[src/rtl/uart_tx_ctrl.sv]
// uart_tx_ctrl: memory-mapped 8N1 UART transmitter with STATUS/DATA registers.
// Build macro UART_FIFO_EN selects a FIFO_DEPTH-entry TX FIFO; otherwise a single holding register.
module uart_tx_ctrl #(
    parameter int unsigned BAUD_DIV   = 868,
    parameter int unsigned FIFO_DEPTH = 8
) (
    input  logic        clk,
    input  logic        rst,
    input  logic        ram_cen,
    input  logic        ram_wen,
    input  logic [3:0]  ram_flag,
    input  logic [31:0] ram_addr,
    input  logic [31:0] ram_wdata,
    output logic [31:0] uart_rdata,
    output logic        uart_sel,
    output logic        txd,
    output logic        tx_busy
);
    // state | meaning
    // IDLE  | line high, pops the buffer head when data is pending
    // START | start bit (low) for BAUD_DIV cycles
    // DATA  | data bits 0..7, LSB first, BAUD_DIV cycles each
    // STOP  | stop bit (high) for BAUD_DIV cycles
    typedef enum logic [1:0] {IDLE, START, DATA, STOP} state_t;

    localparam logic [31:0]   ADDR_STATUS = 32'hE000_0000;
    localparam logic [31:0]   ADDR_DATA   = 32'hE000_0004;
    localparam int unsigned   BW          = (BAUD_DIV > 1) ? $clog2(BAUD_DIV) : 1;
    localparam logic [BW-1:0] BAUD_LAST   = BW'(BAUD_DIV - 1);

    state_t        state, state_n;
    logic [BW-1:0] baud_cnt, baud_n;
    logic [2:0]    bit_cnt, bit_n;
    logic [7:0]    shift_reg, shift_n;
    logic          txd_c;
    logic          pop;
    logic          full, empty;
    logic [7:0]    head;
    logic          overrun;

    logic hit_status, hit_data, rd_hit, push_req, push_ok, ovr_set, ovr_clr;
    logic [31:0] status_word;
    logic unused_bits;

    assign hit_status  = ram_cen && (ram_addr == ADDR_STATUS);
    assign hit_data    = ram_cen && (ram_addr == ADDR_DATA);
    assign rd_hit      = (hit_status || hit_data) && !ram_wen;
    assign push_req    = hit_data && ram_wen && ram_flag[0];
    assign push_ok     = push_req && (!full || pop);
    assign ovr_set     = push_req && full && !pop;
    assign ovr_clr     = hit_status && ram_wen && ram_flag[0] && ram_wdata[3];
    assign status_word = {28'd0, overrun, tx_busy, empty, full};
    assign unused_bits = ^{ram_flag[3:1], ram_wdata[31:8]};

`ifdef UART_FIFO_EN
    localparam int unsigned AW = $clog2(FIFO_DEPTH);

    logic [7:0]    mem [FIFO_DEPTH];
    logic [AW-1:0] wr_ptr, rd_ptr;
    logic [AW:0]   count;

    assign full  = (count == (AW+1)'(FIFO_DEPTH));
    assign empty = (count == '0);
    assign head  = mem[rd_ptr];

    always_ff @(posedge clk) begin
        if (push_ok) mem[wr_ptr] <= ram_wdata[7:0];
    end

    always_ff @(posedge clk) begin
        if (rst) begin
            wr_ptr <= '0;
            rd_ptr <= '0;
            count  <= '0;
        end else begin
            if (push_ok) wr_ptr <= wr_ptr + 1'b1;
            if (pop)     rd_ptr <= rd_ptr + 1'b1;
            case ({push_ok, pop})
                2'b10:   count <= count + 1'b1;
                2'b01:   count <= count - 1'b1;
                default: count <= count;
            endcase
        end
    end
`else
    localparam int unsigned unused_fifo_depth = FIFO_DEPTH;

    logic [7:0] hold_data;
    logic       hold_valid;

    assign full  = hold_valid;
    assign empty = !hold_valid;
    assign head  = hold_data;

    // A push in the same cycle as the pop refills the register, so valid stays set.
    always_ff @(posedge clk) begin
        if (rst) begin
            hold_data  <= '0;
            hold_valid <= 1'b0;
        end else if (push_ok) begin
            hold_data  <= ram_wdata[7:0];
            hold_valid <= 1'b1;
        end else if (pop) begin
            hold_valid <= 1'b0;
        end
    end
`endif

    always_ff @(posedge clk) begin
        if (rst) begin
            overrun    <= 1'b0;
            uart_sel   <= 1'b0;
            uart_rdata <= '0;
        end else begin
            uart_sel <= rd_hit;
            if (rd_hit) uart_rdata <= hit_status ? status_word : 32'h0;
            if (ovr_set)      overrun <= 1'b1;
            else if (ovr_clr) overrun <= 1'b0;
        end
    end

    always_ff @(posedge clk) begin
        if (rst) begin
            state     <= IDLE;
            baud_cnt  <= '0;
            bit_cnt   <= '0;
            shift_reg <= '0;
        end else begin
            state     <= state_n;
            baud_cnt  <= baud_n;
            bit_cnt   <= bit_n;
            shift_reg <= shift_n;
        end
    end

    always_comb begin
        state_n = state;
        baud_n  = baud_cnt;
        bit_n   = bit_cnt;
        shift_n = shift_reg;
        pop     = 1'b0;
        txd_c   = 1'b1;
        case (state)
            IDLE: begin
                if (!empty) begin
                    pop     = 1'b1;
                    shift_n = head;
                    baud_n  = '0;
                    bit_n   = '0;
                    state_n = START;
                end
            end
            START: begin
                txd_c = 1'b0;
                if (baud_cnt == BAUD_LAST) begin
                    baud_n  = '0;
                    state_n = DATA;
                end else begin
                    baud_n = baud_cnt + 1'b1;
                end
            end
            DATA: begin
                txd_c = shift_reg[bit_cnt];
                if (baud_cnt == BAUD_LAST) begin
                    baud_n = '0;
                    bit_n  = bit_cnt + 1'b1;
                    if (bit_cnt == 3'd7) state_n = STOP;
                end else begin
                    baud_n = baud_cnt + 1'b1;
                end
            end
            STOP: begin
                if (baud_cnt == BAUD_LAST) begin
                    baud_n  = '0;
                    state_n = IDLE;
                end else begin
                    baud_n = baud_cnt + 1'b1;
                end
            end
            default: state_n = IDLE;
        endcase
    end

    assign txd     = txd_c;
    assign tx_busy = (state != IDLE);

endmodule
[config.mk]
export PLATFORM = sky130hd
export DESIGN_NAME = uart_tx_ctrl
export DESIGN_NICKNAME = d
export VERILOG_FILES = /design/src/rtl/uart_tx_ctrl.sv
export SDC_FILE = /design/constraint.sdc
export NUM_CORES = 1
export LEC_CHECK = 0
export CORE_MARGIN = 8
export CORE_UTILIZATION = 37
export DETAILED_ROUTE_END_ITERATION = 10
export HOLD_SLACK_MARGIN = 0.05
export PLACE_DENSITY = 0.77
export SYNTH_ARGS = -nofsm -noshare
export SYNTH_HDL_FRONTEND = slang
export SYNTH_SLANG_ARGS = --single-unit
[constraint.sdc]
create_clock -name clk -period 2 [get_ports clk]
set_input_delay 0.4 -clock clk [delete_from_list [all_inputs] [get_ports clk]]
set_output_delay 0.4 -clock clk [all_outputs]
set_load 0.005 [all_outputs]
==> PnR_summary.wiki, run 1 <==
{| class="wikitable"
! Metric !! Value
|-
| Min-delay worst type || flop to flop
|-
| Clk sink count || 38
|-
| Die outline area || 8580 sq um
|-
| RePlAce Congestion || 0.765
|-
| Final worst clock skew || 2.97 ps
|-
| Post-layout power || 1.88 mW
|-
| Worst-case setup margin in the final layout || 3.38 ps
|-
| Post-Route WL || 4.85 mm
|-
| Min Clock Period, post-route || 2000 ps
|-
| Max IR drop VDD || 0.477 mV
|-
| Syn Std Cell Area || 2170 sq um
|-
| Peak fanout along the critical path || 3
|-
| Number of setup buffers added after CTS || 0
|-
| Number of filler instances in the final layout || 559
|-
| Final Cycle Share || 99.8%
|-
| Non-Filler Cell Area, Final || 2900 sq um
|-
| Area of the multi-input gates || 1260 sq um
|-
| TritonCTS clock tree || done
|-
| All-layer global routing usage || 11.1%
|-
| Required time at the endpoint of the critical path || 1600 ps
|-
| Setup TNS || 0 ps
|-
| Share of synthesized area occupied by flip-flops and latches || 35.0%
|-
| Average size of a mapped cell || 9.53 sq um
|-
| Overall die width || 92.6 um
|-
| Placed cells || 358
|-
| Initial antenna violation count || 0
|-
| Worst Hold Margin || 462 ps
|-
| Per-cell via count in the routed design || 4.58
|-
| Clock input transition at the sequential cells of the worst setup and hold paths || 80 ps
|-
| Detailed-route DRC error count || 0
|-
| Reg area || 766 sq um
|-
| Top library cells by usage in the layout, fill and taps aside || clkdlybuf4s50_1 (44), dfxtp_1 (36), conb_1 (28)
|-
| Growth of design area from synthesis to finish || 33.5%
|-
| Number of routed nets with antenna violations || 0
|-
| Area inside the core boundary || 5780 sq um
|-
| Unique cell type count in the Yosys netlist || 42
|-
| Critical R2R Launch || state[0]$_SDFFE_PP0P_
|-
| Number of pins with negative max-slew slack in the final report || 0
|-
| Number of nets in the finished design || 370
|-
| Maximum level of the CTS H-tree || 2
|-
| Final core utilization || 50.2%
|-
| Data arrival time of the critical path || 1600 ps
|-
| Clock latency of the later-clocked register in the worst-skew pair || 290 ps
|-
| Worst setup path endpoint || txd
|-
| Top achievable clock speed || 501 MHz
|-
| Sum of overflow across all layers after global routing || 0
|-
| First-pass GRT wire length || 7.76 mm
|-
| Commonest non-fill, non-tap cell in the layout || clkdlybuf4s50_1
|-
| Leak Pwr || 1.13 nW
|-
| Depth of the worst register-to-register path || 7
|-
| Run status || complete, no violations
|-
| Total cell area at the placement stage || 2740 sq um
|-
| Quantity of I/O buffers inserted on ports || 51
|-
| Reg2Reg Setup Slack || 140 ps
|-
| Worst slack at placement || -251 ps
|-
| Wirelength per Cell || 13.3 um
|-
| Final non-filler cell total || 366
|-
| Worst setup path startpoint || bit_cnt[0]$_SDFFE_PP0P_
|-
| Number of flip-flops and latches in the synthesized netlist || 38
|-
| Proportion of layout cells with a drive suffix above 1 || 15.1%
|-
| Unrepaired setup endpoints after global routing || true
|-
| Category of the critical setup timing path || flop to primary output
|-
| Final hold violation count || 0
|-
| Number of buffers between clock root and the deepest sink || 2
|-
| Number of placement rows || 28
|-
| Largest register FFs || 10
|-
| I/O pin cnt || 107
|-
| Starting density of the core || 37.6%
|-
| Pwr dens || 648 nW/um^2
|-
| Post-Synthesis Cells || 228
|-
| Max cap viols || 0
|-
| Number of optimization iterations in the first detailed-route pass || 4
|-
| Critical path capture point type || primary output
|-
| Overall die height || 92.6 um
|-
| Synthesis Warnings || 0
|-
| Count of antenna diodes in the layout || 0
|-
| Via count of the first global-routing pass || 1745
|-
| End of the worst register-to-register path || baud_cnt[9]$_SDFFE_PP0P_
|-
| TritonCTS Buffers || 5
|-
| Largest net degree at the start of global routing || 20
|-
| DRC marker count from the first detailed-route iteration || 49
|-
| Final count of negative-setup-slack endpoints || 0
|-
| Post-detailed-placement half-perimeter wirelength || 3.79 mm
|-
| Startpoint class of the critical path || flop
|-
| Cell at the root of the clock tree || clkbuf_8
|-
| Vias after detailed routing || 1676
|}
## how the worst min path moves through the flow
stage,from,end,slack [ps],cells past startpoint
3_3_place_gp,shift_reg[7]$_SDFFE_PP0P_,shift_reg[7]$_SDFFE_PP0P_,440,2
6_report,shift_reg[2]$_SDFFE_PP0P_,shift_reg[2]$_SDFFE_PP0P_,460,2
5_1_grt,shift_reg[7]$_SDFFE_PP0P_,shift_reg[7]$_SDFFE_PP0P_,490,2
2_1_floorplan,shift_reg[2]$_SDFFE_PP0P_,shift_reg[2]$_SDFFE_PP0P_,430,2
4_1_cts,shift_reg[2]$_SDFFE_PP0P_,shift_reg[2]$_SDFFE_PP0P_,460,2
3_5_place_dp,shift_reg[2]$_SDFFE_PP0P_,shift_reg[2]$_SDFFE_PP0P_,450,2
## kinds of logic (layout without fill, tap and decap cells)
| group | count (synthesis) | count (layout) | share of synthesized area (%) |
|---|---|---|---|
| DFF | 38 | 38 | 35.0 |
| and+or+nand+nor | 92 | 92 | 29.5 |
| muxes | 15 | 15 | 8.12 |
| buffers and inverters | 40 | 76 | 12.1 |
| AOI/OAI and AO/OA | 25 | 25 | 6.85 |
| xor gates and xnor gates | 9 | 9 | 3.63 |
| other | 1 | 28 | 0.173 |
| adders and majority gates | 8 | 8 | 4.61 |
## routing by layer
metal | share of wire [%] | vias to the layer above | GRT usage [%]
met5 | 0 | - | 0
met4 | 0.70 | 0 | 2.82
met2 | 54 | 33 | 20.3
met1 | 41 | 784 | 11.5
li1 | - | 855 | -
met3 | 4.6 | 4 | 4.37
## area by class of cell
cell class                      instances  area share (%)
Timing Repair Buffer                   64            21.6
Clock inverter                          3            2.37
Clock buffer                            5            2.37
Multi-Input combinational cell        177            43.5
Sequential cell                        38            26.4
Tap cell                               75            3.24
Inverter                                4           0.518
## worst max-delay path: stages, from the launching register on
cell     delay (ps)
dfxtp_4         370
mux4_2          510
mux2i_2         170
mux2i_1         120
buf_2           140
## synthesized netlist by cell type (all sizes together)
| cell type | count | area (sq um) |
|---|---|---|
| clkbuf | 5 | 18.8 |
| or4 | 1 | 7.51 |
| o41a | 1 | 11.3 |
| xor2 | 6 | 52.6 |
| nand4b | 1 | 8.76 |
| nor4 | 6 | 113 |
| o21ai | 3 | 15.0 |
| a22o | 2 | 17.5 |
| o21a | 1 | 7.51 |
| a21oi | 15 | 75.1 |
| nor4b | 4 | 86.3 |
| inv | 4 | 15.0 |
| conb | 1 | 3.75 |
| mux2 | 1 | 11.3 |
| buf | 31 | 229 |
| mux2i | 12 | 120 |
| nor3b | 1 | 7.51 |
| or2 | 1 | 6.26 |
| nor2b | 2 | 12.5 |
| or4b | 1 | 10.0 |
| ha | 8 | 100 |
| nor2 | 27 | 101 |
| and3 | 1 | 6.26 |
| dfxtp | 38 | 761 |
| a21o | 1 | 7.51 |
| and4bb | 1 | 12.5 |
| nand4 | 6 | 67.6 |
| o31ai | 2 | 15.0 |
| nand2 | 20 | 75.1 |
| nand3 | 10 | 50.1 |
| mux4 | 2 | 45.0 |
| and4b | 1 | 10.0 |
| nor3 | 3 | 26.3 |
| nand3b | 2 | 15.0 |
| xnor2 | 3 | 26.3 |
| nand2b | 4 | 25.0 |
## repair_timing
item                                    4_1_cts  5_1_grt
pin swaps                                     0        6
gates resized for setup                       9        8
hold buffers                                  0        0
endpoints found under the setup margin        2        3
## power breakdown
group	internal, mW	switching [mW]	total (mW)
clock network	0.500	0.286	0.786
logic	0.158	0.160	0.318
registers	0.766	0.0105	0.777
Power figures use the tool's default switching activity.
==> inputs of run 2 (changes only) <==
Settings changed: CORE_MARGIN 8 to 10.
==> run 2 against run 1 <==
Effect of this change: sequential power hardly changed; largest power group is now registers; register-to-register slack lost 30 ps; die area rose by 8.8%; critical endpoint unchanged; clock skew rose by 3.7 ps; sequential share of layout area is 0.17 points higher; flip-flop and latch count unchanged; combinational power increased by 2%; largest cell class unchanged; power shrank 6.0%.
==> PnR_summary.wiki, run 2 (same netlist as run 1, synthesis figures left out) <==
{| class="wikitable"
! Metric !! Value
|-
| Run status || complete, no violations
|-
| Count of antenna diodes in the layout || 0 (unchanged)
|-
| Min-delay worst type || flop to flop
|-
| Area inside the core boundary || 5610 sq um (-3.0%)
|-
| Setup TNS || 0 ps (unchanged)
|-
| Pwr dens || 614 nW/um^2 (-5.2%)
|-
| Top library cells by usage in the layout, fill and taps aside || clkdlybuf4s50_1 (39), dfxtp_1 (37), conb_1 (28)
|-
| Data arrival time of the critical path || 1580 ps (-20 ps)
|-
| Critical path, cell by cell || mux4_2 > mux2i_1 > mux2i_1 > buf_2
|-
| Proportion of layout cells with a drive suffix above 1 || 13.4% (-1.7 points)
|-
| Overall die height || 96.6 um (+4.3%)
|-
| Overall die width || 96.6 um (+4.3%)
|-
| Max IR drop VDD || 0.443 mV (-7.0%)
|-
| Max cap viols || 0 (unchanged)
|-
| Clock latency of the later-clocked register in the worst-skew pair || 300 ps (about the same)
|-
| Starting density of the core || 38.7% (+1.2 points)
|-
| Number of buffers between clock root and the deepest sink || 2 (unchanged)
|-
| Maximum level of the CTS H-tree || 2 (unchanged)
|-
| Initial antenna violation count || 0 (unchanged)
|-
| Placed cells || 355 (-0.84%)
|-
| CP top delay family || multiplexers
|-
| Clock input transition at the sequential cells of the worst setup and hold paths || 80 ps (about the same)
|-
| TritonCTS Buffers || 5 (unchanged)
|-
| Number of routed nets with antenna violations || 0 (unchanged)
|-
| Post-Route WL || 5.17 mm (+6.5%)
|-
| Critical path capture point type || primary output
|-
| DRC marker count from the first detailed-route iteration || 66 (+35%)
|-
| Final count of negative-setup-slack endpoints || 0 (unchanged)
|-
| Vias after detailed routing || 1703 (+1.6%)
|-
| Max incr delay on CP || 500 ps (about the same)
|-
| Cell at the root of the clock tree || clkbuf_8
|-
| Area of the multi-input gates || 1250 sq um (-0.89%)
|-
| Required time at the endpoint of the critical path || 1600 ps (about the same)
|-
| Number of filler instances in the final layout || 539 (-3.6%)
|-
| Final core utilization || 51.3% (+1.1 points)
|-
| Clk sink count || 38 (unchanged)
|-
| Top achievable clock speed || 506 MHz (+0.97%)
|-
| Post-detailed-placement half-perimeter wirelength || 4.06 mm (+7.2%)
|-
| Number of optimization iterations in the first detailed-route pass || 4 (unchanged)
|-
| Growth of design area from synthesis to finish || 32.4%
|-
| Leak Pwr || 1.16 nW (+2.3%)
|-
| Min Clock Period, post-route || 1980 ps (-19.2 ps)
|-
| Total cell area at the placement stage || 2740 sq um (-0.14%)
|-
| Number of nets in the finished design || 370 (unchanged)
|-
| Largest net degree at the start of global routing || 22 (+10%)
|-
| Critical path's most frequent cell || mux2i_1
|-
| RePlAce Congestion || 0.797 (+4.3%)
|-
| First-pass GRT wire length || 8.59 mm (+11%)
|-
| Number of pins with negative max-slew slack in the final report || 0 (unchanged)
|-
| Worst-case setup margin in the final layout || 22.6 ps (+19.2 ps)
|-
| Final Cycle Share || 98.9% (-0.96 points)
|-
| Via count of the first global-routing pass || 1798 (+3.0%)
|-
| Final non-filler cell total || 363 (-0.82%)
|-
| Per-cell via count in the routed design || 4.69 (+2.5%)
|-
| TritonCTS clock tree || done
|-
| Worst path slowest cell || mux4_2
|-
| Sum of overflow across all layers after global routing || 0 (unchanged)
|-
| Unrepaired setup endpoints after global routing || true
|-
| Largest register FFs || 10 (unchanged)
|-
| Count of buffer and inverter cells on the critical path || 1 (unchanged)
|-
| Number of placement rows || 27 (-3.6%)
|-
| Wirelength per Cell || 14.2 um (+7.4%)
|-
| Die outline area || 9340 sq um (+8.8%)
|-
| Worst slack at placement || -266 ps (-15.2 ps)
|-
| Worst Hold Margin || 471 ps (+8.98 ps)
|-
| All-layer global routing usage || 10.8% (-0.24 points)
|-
| Startpoint class of the critical path || flop
|-
| Peak fanout along the critical path || 3 (unchanged)
|-
| Final worst clock skew || 6.64 ps (+3.67 ps)
|-
| Post-layout power || 1.77 mW (-6.0%)
|-
| Detailed-route DRC error count || 0 (unchanged)
|-
| Quantity of I/O buffers inserted on ports || 51 (unchanged)
|-
| Non-Filler Cell Area, Final || 2880 sq um (-0.82%)
|-
| I/O pin cnt || 107 (unchanged)
|-
| Reg area || 764 sq um (-0.16%)
|-
| Commonest non-fill, non-tap cell in the layout || clkdlybuf4s50_1
|-
| Category of the critical setup timing path || flop to primary output
|-
| Final hold violation count || 0 (unchanged)
|}
run 2: cell count changes in the layout (fill, tap and decap cells not counted), sizes merged:
cell / change
clkdlybuf4s50: -5
clkinv: -1
clkinvlp: +2
dlymetal6s2s: +5
bufinv: -1
run 2: what timing repair did:
action                     4_1_cts  5_1_grt
buffers inserted                 0        0
pin swaps                        0        8
setup endpoints to repair        2       10
gates resized for setup          7       11
hold buffers                     0        0
run 2: worst min-delay path, delay by kind of cell, from the launching register on:
family | cells | cell delay (ps)
AOI/OAI and AO/OA | 1 | 50
DFF | 1 | 320
and+or+nand+nor | 1 | 50
run 2: per-layer routing:
layer	routed length (um)	vias to the layer above	track usage, %
li1	-	857	-
met1	2060	798	11.4
met2	2710	39	19.2
met3	310	9	3.90
met4	89	0	4.17
met5	0	-	0
run 2: report_power, final:
group,leakage (nW),internal (mW),total (mW),switching (mW)
Clock,0.0504,0.371,0.668,0.297
Sequential,0.307,0.765,0.775,0.0102
Combinational,0.803,0.161,0.324,0.163
run 2: cell type report:
type | count | share of cell area [%]
clock buffer | 5 | 2.39
clock inverter | 3 | 1.57
inverter | 4 | 0.522
multi-input combinational | 177 | 43.5
sequential | 38 | 26.6
tap | 72 | 3.13
timing repair buffer | 64 | 22.4
run 2: path summary, 6_finish.rpt:
| kind | start | cells after the start | slack [ps] | end |
|---|---|---|---|---|
| max reg2reg | state[1]$_SDFFE_PP0P_ | 7 | 110 | baud_cnt[9]$_SDFFE_PP0P_ |
| min reg2reg | shift_reg[3]$_SDFFE_PP0P_ | 2 | 470 | shift_reg[3]$_SDFFE_PP0P_ |
| max | bit_cnt[0]$_SDFFE_PP0P_ | 4 | 20 | txd |
| min | shift_reg[3]$_SDFFE_PP0P_ | 2 | 470 | shift_reg[3]$_SDFFE_PP0P_ |
